## config.mk

```make
export PLATFORM = sky130hd
export DESIGN_NAME = enemy_spawner
export DESIGN_NICKNAME = d
export VERILOG_FILES = /design/src/rtl/game_pkg.sv /design/src/rtl/lfsr16.sv /design/src/rtl/enemy_spawner.sv
export SDC_FILE = /design/constraint.sdc
export NUM_CORES = 1
export LEC_CHECK = 0
export ABC_AREA = 1
export BUFFER_PORTS_ARGS = -buffer_cell sky130_fd_sc_hd__buf_2
export CORE_ASPECT_RATIO = 1.5
export CORE_UTILIZATION = 25
export CTS_CLUSTER_SIZE = 10
export DETAILED_ROUTE_END_ITERATION = 12
export HOLD_SLACK_MARGIN = 0.12
export PLACE_DENSITY_LB_ADDON = 0.2
export SYNTH_ARGS = -nofsm -noshare
export SYNTH_HDL_FRONTEND = slang
export SYNTH_SLANG_ARGS = --single-unit
export TNS_END_PERCENT = 100
```

## constraint.sdc

```tcl
create_clock -name clk -period 3.5 [get_ports clk]
set_clock_uncertainty 0.05 [all_clocks]
set_input_delay 0 -clock clk [delete_from_list [all_inputs] [get_ports clk]]
set_output_delay 0 -clock clk [all_outputs]
set_load 0.05 [all_outputs]
```

## src/rtl/game_pkg.sv

```systemverilog
// Screen constants, spawner state encoding and lane geometry shared by the
// enemy spawner and its neighbours.
package game_pkg;

  localparam int SCREEN_W = 640;
  localparam int SCREEN_H = 480;
  localparam int PARK_Y   = 601;

  typedef enum logic [1:0] {
    ST_IDLE,
    ST_WAIT,
    ST_PICK,
    ST_LAUNCH
  } spawn_state_t;

  // Pixel x of a lane, deliberately kept in 10 bits.
  function automatic logic [9:0] lane_x(input int x0, input int pitch, input logic [1:0] lane);
    logic [9:0] w_prod;
    w_prod = 10'(pitch) * 10'(lane);
    return 10'(x0) + w_prod;
  endfunction

endpackage

```

## src/rtl/lfsr16.sv

```systemverilog
// 16-bit Fibonacci LFSR (taps 16,14,13,11), free running from a nonzero seed.
module lfsr16 #(
  parameter logic [15:0] SEED = 16'hACE1
) (
  input  logic        clk,
  input  logic        rst_n,
  output logic [15:0] o_out
);

  logic [15:0] r_lfsr;
  logic        w_fb;

  assign w_fb = r_lfsr[15] ^ r_lfsr[13] ^ r_lfsr[12] ^ r_lfsr[10];

  always_ff @(posedge clk or negedge rst_n) begin
    if (!rst_n) r_lfsr <= SEED;
    else        r_lfsr <= {r_lfsr[14:0], w_fb};
  end

  assign o_out = r_lfsr;

endmodule

```

## src/rtl/enemy_spawner.sv

```systemverilog
// Enemy car scheduler: waits out the spawn interval, picks the lowest parked
// slot and a lane differing from the last one, then launches it with a strobe.
module enemy_spawner
  import game_pkg::*;
#(
  parameter int N_SLOTS      = 3,
  parameter int LANE_COUNT   = 4,
  parameter int LANE_X0      = 160,
  parameter int LANE_PITCH   = 100,
  parameter int SPAWN_Y      = 0,
  parameter int PARK_Y       = game_pkg::PARK_Y,
  parameter int INTERVAL0    = 120,
  parameter int MIN_INTERVAL = 40,
  parameter int STEP         = 10,
  parameter int LEVEL_SPAWNS = 8
) (
  input  logic                   clk,
  input  logic                   rst_n,
  input  logic                   i_frame_tick,
  input  logic                   i_run,
  input  logic                   i_collision,
  input  logic [10*N_SLOTS-1:0]  i_pos_y_flat,
  output logic [10*N_SLOTS-1:0]  o_offset_x_flat,
  output logic [10*N_SLOTS-1:0]  o_offset_y_flat,
  output logic [N_SLOTS-1:0]     o_spawn_en,
  output logic [3:0]             o_level,
  output logic [7:0]             o_spawn_count
);

  localparam int SLOT_W = (N_SLOTS > 1) ? $clog2(N_SLOTS) : 1;
  localparam int TW     = 8;

  generate
    if (LANE_COUNT < 2 || LANE_COUNT > 4 ||
        LANE_X0 + (LANE_COUNT - 1) * LANE_PITCH >= SCREEN_W) begin : g_bad_lanes
      $error("enemy_spawner: lane geometry does not fit the screen");
    end
    if (PARK_Y <= SCREEN_H || PARK_Y > 1023 || INTERVAL0 > 255 ||
        MIN_INTERVAL > INTERVAL0) begin : g_bad_timing
      $error("enemy_spawner: park row or interval parameters out of range");
    end
  endgenerate

  spawn_state_t      r_state;
  logic [TW-1:0]     r_timer;
  logic [TW-1:0]     r_interval;
  logic [1:0]        r_last_lane;
  logic [1:0]        r_lane;
  logic [SLOT_W-1:0] r_slot;
  logic              r_squelch;
  logic [N_SLOTS-1:0] r_spawn_en;
  logic [3:0]        r_level;
  logic [7:0]        r_count;

  logic [15:0]       w_lfsr;
  logic              w_unused_lfsr;
  logic [N_SLOTS-1:0] w_free;
  logic              w_any_free;
  logic [SLOT_W-1:0] w_free_idx;
  logic [1:0]        w_raw;
  logic [1:0]        w_lane;
  logic [7:0]        w_count_next;
  logic              w_level_up;
  logic [TW-1:0]     w_interval_dec;
  logic              w_launch;

  lfsr16 #(.SEED(16'hACE1)) u_lfsr (
    .clk   (clk),
    .rst_n (rst_n),
    .o_out (w_lfsr)
  );

  assign w_unused_lfsr = ^w_lfsr[15:2];

  generate
    for (genvar gi = 0; gi < N_SLOTS; gi++) begin : g_slot
      logic [9:0] r_off_x;
      logic [9:0] r_off_y;

      assign w_free[gi] = i_pos_y_flat[10*gi +: 10] >= 10'(PARK_Y);

      always_ff @(posedge clk or negedge rst_n) begin
        if (!rst_n) begin
          r_off_x <= 10'(LANE_X0);
          r_off_y <= 10'(PARK_Y);
        end else if (w_launch && r_slot == SLOT_W'(gi)) begin
          r_off_x <= lane_x(LANE_X0, LANE_PITCH, r_lane);
          r_off_y <= 10'(SPAWN_Y);
        end
      end

      assign o_offset_x_flat[10*gi +: 10] = r_off_x;
      assign o_offset_y_flat[10*gi +: 10] = r_off_y;
    end
  endgenerate

  always_comb begin
    w_any_free = |w_free;
    w_free_idx = '0;
    for (int i = N_SLOTS - 1; i >= 0; i--) begin
      if (w_free[i]) w_free_idx = SLOT_W'(i);
    end
  end

  // Bump the lane by one when the random pick repeats the previous lane.
  assign w_raw          = 2'(32'(w_lfsr[1:0]) % LANE_COUNT);
  assign w_lane         = (w_raw == r_last_lane) ? 2'((32'(w_raw) + 1) % LANE_COUNT) : w_raw;
  assign w_count_next   = r_count + 8'd1;
  assign w_level_up     = (32'(w_count_next) % LEVEL_SPAWNS) == 0;
  assign w_interval_dec = (r_interval >= TW'(MIN_INTERVAL + STEP)) ? r_interval - TW'(STEP)
                                                                    : TW'(MIN_INTERVAL);
  assign w_launch       = i_run && !i_collision && !r_squelch && (r_state == ST_LAUNCH);

  always_ff @(posedge clk or negedge rst_n) begin
    if (!rst_n) begin
      r_state     <= ST_IDLE;
      r_timer     <= TW'(INTERVAL0);
      r_interval  <= TW'(INTERVAL0);
      r_last_lane <= 2'(LANE_COUNT - 1);
      r_lane      <= '0;
      r_slot      <= '0;
      r_squelch   <= 1'b0;
      r_spawn_en  <= '0;
      r_level     <= '0;
      r_count     <= '0;
    end else begin
      r_spawn_en <= '0;
      if (!i_run) begin
        r_state   <= ST_IDLE;
        r_squelch <= 1'b0;
      end else if (i_collision) begin
        // A launch caught by a collision is cancelled once play resumes.
        if (r_state == ST_LAUNCH) r_squelch <= 1'b1;
      end else begin
        case (r_state)
          ST_IDLE: begin
            r_timer <= r_interval;
            r_state <= ST_WAIT;
          end
          ST_WAIT: begin
            if (r_timer != '0) begin
              if (i_frame_tick) r_timer <= r_timer - TW'(1);
            end else if (w_any_free) begin
              r_state <= ST_PICK;
            end
          end
          ST_PICK: begin
            r_slot  <= w_free_idx;
            r_lane  <= w_lane;
            r_state <= ST_LAUNCH;
          end
          ST_LAUNCH: begin
            r_state   <= ST_WAIT;
            r_squelch <= 1'b0;
            if (r_squelch) begin
              r_timer <= r_interval;
            end else begin
              r_spawn_en  <= N_SLOTS'(1) << r_slot;
              r_last_lane <= r_lane;
              r_count     <= w_count_next;
              r_timer     <= w_level_up ? w_interval_dec : r_interval;
              if (w_level_up) begin
                r_interval <= w_interval_dec;
                if (r_level != 4'hF) r_level <= r_level + 4'd1;
              end
            end
          end
          default: r_state <= ST_IDLE;
        endcase
      end
    end
  end

  assign o_spawn_en    = r_spawn_en & ~{N_SLOTS{i_collision}};
  assign o_level       = r_level;
  assign o_spawn_count = r_count;

endmodule

```

* Word level (Yosys, flattened, before mapping)
Index checks and enable logic that the tools add are counted.
Operators by class: order comparisons 4, muxes and demuxes 23, reductions and logical operators 21, add/subtract/negate cells 6, shift operators 1, div/mod/pow operators 0, bitwise logic cells 7, multiply operators 1, equal/unequal tests 13
Operators by type and width (count):
- two-way mux 8 bit | 5
- logical NOT 32 bit | 1
- greater-or-equal comparator 10 bit (second input constant) | 3
- case mux 8 bit (3 select lines) | 1
- two-way mux 2 bit | 8
- two-way mux 3 bit | 4
- adder 8 x 9 -> 10 bit (first input constant) | 1
- AND reduction 3 bit | 3
- adder 8 x 1 -> 8 bit (second input constant) | 1
- greater-or-equal comparator 8 x 6 -> 1 bit (second input constant) | 1
- nonzero test 8 bit | 1
- subtractor 8 x 1 -> 8 bit (second input constant) | 1
- subtractor 8 x 4 -> 8 bit (second input constant) | 1
- multiplier 5 x 2 -> 7 bit (first input constant) | 1
- == test 2 bit (second input constant) | 3
- logical AND 1 bit | 6
- inequality test 2 bit (second input constant) | 3
- inequality test 3 bit (second input constant) | 2
- case mux 2 bit (3 select lines) | 1
- AND reduction 6 bit | 1
- AND reduction 5 bit | 1
- adder 4 x 1 -> 4 bit (second input constant) | 1
- == test 2 x 1 -> 1 bit (second input constant) | 2
- logical NOT 2 bit | 2
- 15 further kinds | 22
Storage, ports and cells: register bits after elaboration 101, logic and storage cells 93, output and inout port bits 75, memory bits (writable) 0, latch bits 0, ROM bits 0, memories 0

* Logic depth before layout (Yosys ltp)
depth after elaboration 7, mapped depth 12, mapped depth without buffers 12

* By module
Synthesis repeated with hierarchy kept, for this count alone.
Unflattened totals: cell total of the unflattened synthesis 505, area, all modules 4241.6 µm²
By module, submodules not included:
- enemy_spawner | cells each 472, instances 1, area an instance 3759.9 µm²
- lfsr16 | cells each 33, instances 1, area an instance 481.7 µm²

* Least setup slack after synthesis
Ideal clock, no wire load.
kind reg2reg, start point reg r_count[0] (netlist: o_spawn_count[0]), end point reg r_timer[6], slack 1564 ps, period minus slack after synthesis 1936 ps, stages on the path, launching flop included 10, arrival time 1804 ps, path buffers 0, cell sequence dfrtp_1 ha_1 inv_1 nand2_1 nand4_1 nor2_1 nand3_1 nand2_1 nand3_1 a22oi_1
On the way: word-level cells in the longest chain between the ends 5
RTL lines:
- start, declared | line enemy_spawner.sv:53 | logic [7:0] r_count;
- start signal, assigned | line enemy_spawner.sv:160 | r_count <= w_count_next;
- adder 8 x 1 -> 8 bit | line enemy_spawner.sv:108 | assign w_count_next = r_count + 8'd1;
- logical NOT 32 bit | line enemy_spawner.sv:109 | assign w_level_up = (32'(w_count_next) % LEVEL_SPAWNS) == 0;
- two-way mux 8 bit (2 in series)
- case mux 8 bit (3 select lines) | line enemy_spawner.sv:135 | case (r_state)
- end signal, assigned | line enemy_spawner.sv:117 | r_timer <= TW'(INTERVAL0);
- end signal, assigned | line enemy_spawner.sv:137 | r_timer <= r_interval;
- end signal, assigned | line enemy_spawner.sv:142 | if (i_frame_tick) r_timer <= r_timer - TW'(1);
- end, declared | line enemy_spawner.sv:45 | logic [TW-1:0] r_timer;
No other way between the ends. A chain may end at the register's enable or synchronous reset.

* Final worst setup path
start point in i_pos_y_flat[17], end point reg r_slot[1]
On the way: word-level cells in the longest chain between the ends 3
RTL lines:
- start, declared | line enemy_spawner.sv:22 | input logic [10*N_SLOTS-1:0] i_pos_y_flat,
- greater-or-equal comparator 10 bit | line enemy_spawner.sv:80 | assign w_free[gi] = i_pos_y_flat[10*gi +: 10] >= 10'(PARK_Y);
- two-way mux 2 bit (2 in series) | line enemy_spawner.sv:101 | if (w_free[i]) w_free_idx = SLOT_W'(i);
- end signal, assigned | line enemy_spawner.sv:148 | r_slot <= w_free_idx;
- end, declared | line enemy_spawner.sv:49 | logic [SLOT_W-1:0] r_slot;
No other way between the ends.

==> results.txt <==
ys async rst share: 100.0%
area growth from synthesis to layout: 21.24%
drc violations: 0
Final min period: 2178 ps
Worst-path clk slew: 60 ps
critical-path cell list: dlygate4sd3_1, buf_2, o21ai_0, dlygate4sd3_1, nand2_1, nor2_1, dlygate4sd3_1, o21ai_0, o22ai_1
run status: completed
Synth warnings: 0
top_reg_cell synth: dfrtp_1
Synth top area share: 31.67%
PD cells: 606.5 nW/um^2
most frequent CP cell: dlygate4sd3_1
Static Leak: 2.709 nW
Slew headroom: 32.36%
Initial Utilization: 25.75%
die area: 17,280 sq um
top cells by area, synth: dfrtp_1 (32%), dfstp_2 (17%), nand2_1 (10%), buf_4 (6.5%), inv_1 (5.7%)
vias in the first global route: 3,319
CTS H-tree depth: 3
fin nets: 630
Critical-path top delay cell: dlygate4sd3_1
most common cell in the netlist: nand2_1
IO Count: 110
most frequent cells after synthesis: nand2_1 (115), inv_1 (64), dfrtp_1 (53), nor2_1 (47), buf_4 (36)
first-iteration detailed-routing DRC count: 113
Final Cycle Share: 62.23%
arrival time worst endpoint: 2380 ps
Seq/Total Area, Yosys: 48.61%
DR WL/cell: 11.99 um
kind of end point of the critical path: flop
cell accounting for the most synthesized area: dfrtp_1
clk sinks: 80
Root Buffer: clkbuf_16
core footprint: 16,260 sq um
TritonCTS clock tree: yes
worst r2r src: r_state[1]
largest net degree at the start of global routing: 81
Yosys reg bits: 80
Worst setup SP type: primary input
worst vdd ir: 0.1972 mV
final wirelength: 9.473 mm
worst slew pin tran: 1015 ps
worst hold start: i_pos_y_flat[20]
Skew-Pair Late Insertion Delay: 340 ps
CP Max Fanout: 2
Final Max Slew Viols: 0
number of diodes: 0
die span in x: 107.7 um
Post-DP HPWL: 7.165 mm
GP Congestion: 0.8417
Die Span Y: 160.5 um
grt total ovfl: 0
clk buf depth: 2
setup_tns: 0 ps
Crit path required time: 3700 ps
Synth Instances: 489
via count: 3,296
GRT Overall Usage: 11.78%
Hold/Removal Path Class: primary input to flop
post-cts sizing count: 0
post-synth cell types: 40
TritonCTS buffer count: 9
Critical Path Source: i_pos_y_flat[17]
via/cell ratio: 4.172
unrepaired setup endpoints after global routing: no
average cell area after synthesis: 8.564 sq um
WS Path Type: primary input to flop
number of port buffers: 85
Syn Std Cell Area: 4188 sq um
num rows: 57
1st-pass router iterations: 5
first-pass GRT wire length: 15.85 mm
Fin. Hold Viols: 0
EDFF count, synth: 0
final setup vio count: 0
Final ANT Viol Nets: 0
Max Cap Violations: 0
antenna violations before repair: 0
Crit path largest cell delay: 600 ps
layout cells sized above 1: 23.97%
maximum clock frequency: 459.1 MHz
Layout Utilization: 31.23%
## cell usage in the layout (no fill, tap or decap), types with 13 or more instances in the layout
cell type        n
nand2_1        115
ha_1            15
conb_1          24
buf_2           84
dfrtp_1         53
o21ai_0         22
inv_1           64
dlygate4sd3_1   13
nand3_1         22
dfstp_2         27
nor2_1          47
## layout make-up
class                   instances  area [sq um]
fillers                      1735         11180
flip-flops and latches         80          2036
multi-input cells             323          1683
repair buffers                 98         558.0
well taps                     206         257.7
inverters                      68         255.2
clock buffers                  10         229.0
clock inverters                 5         58.81
## state kept, by name, summed over array words and instances, names as in the netlist
name / count
g_slot.r_off_x: 21
g_slot.r_off_y: 3
o_level: 4
o_spawn_count: 8
r_interval: 8
r_lane: 2
r_last_lane: 2
r_slot: 2
r_spawn_en: 3
r_squelch: 1
r_state: 2
r_timer: 8
u_lfsr.o_out: 16
## power breakdown
part / leakage, nW / switching [mW] / total (mW) / internal [mW]
sequential: 0.966 / 0.136 / 1.25 / 1.12
clock: 0.135 / 0.375 / 0.924 / 0.549
combinational: 1.61 / 0.653 / 0.900 / 0.247
## per-stage QoR
step	power, mW	cell area [sq um]	setup WS [ps]	hold slack (ps)	cells
6_report	3.079	5077	1322	158.6	790
3_5_place_dp	2.170	4659	1331	206.5	762
4_1_cts	3.124	5077	1329	147.9	790
5_1_grt	3.268	5077	1164	175.7	790
3_3_place_gp	2.167	4659	1426	188.5	762
2_1_floorplan	1.920	4274	1564	-345.6	512
## cell families (layout without fill, tap and decap cells)
logic type	after synthesis	in the layout	synth area share, %
compound gates	63	63	8.396
xor+xnor	15	15	3.137
fa+ha+maj	15	15	4.482
buf+inv	109	181	13.27
flops	80	80	48.61
mux	2	2	0.5079
other cells	1	24	0.08955
simple gates	204	204	21.51
## path summary, 6_finish.rpt
kind / endpoint / slack, ps / depth (start not counted)
min in group asynchronous: r_timer[2] / 320 / 2
worst max register to register: o_level[1] / 1340 / 7
worst min register to register: u_lfsr.o_out[9] / 300 / 0
worst max-delay path: r_slot[1] / 1320 / 9
worst min-delay path: r_slot[1] / 160 / 5
max in group asynchronous: g_slot[2].r_off_x[6] / 2400 / 2
## worst max-delay path, delay by kind of cell
family,cells,cell delay [ps]
and+or+nand+nor,2,180
AOI/OAI and AO/OA,3,380
buffers and inverters,4,1820
## repair_timing
item                      CTS  global route
setup buffers               0             0
hold endpoints to repair   61             0
hold buffers               13             0
## layer usage
| metal | part of all wire (%) | GRT usage [%] |
|---|---|---|
| met4 | 2.7 | 5.666 |
| met2 | 52 | 20.63 |
| met5 | 0 | 0 |
| met1 | 41 | 13.21 |
| met3 | 4.3 | 2.800 |
Power figures use the tool's default switching activity.
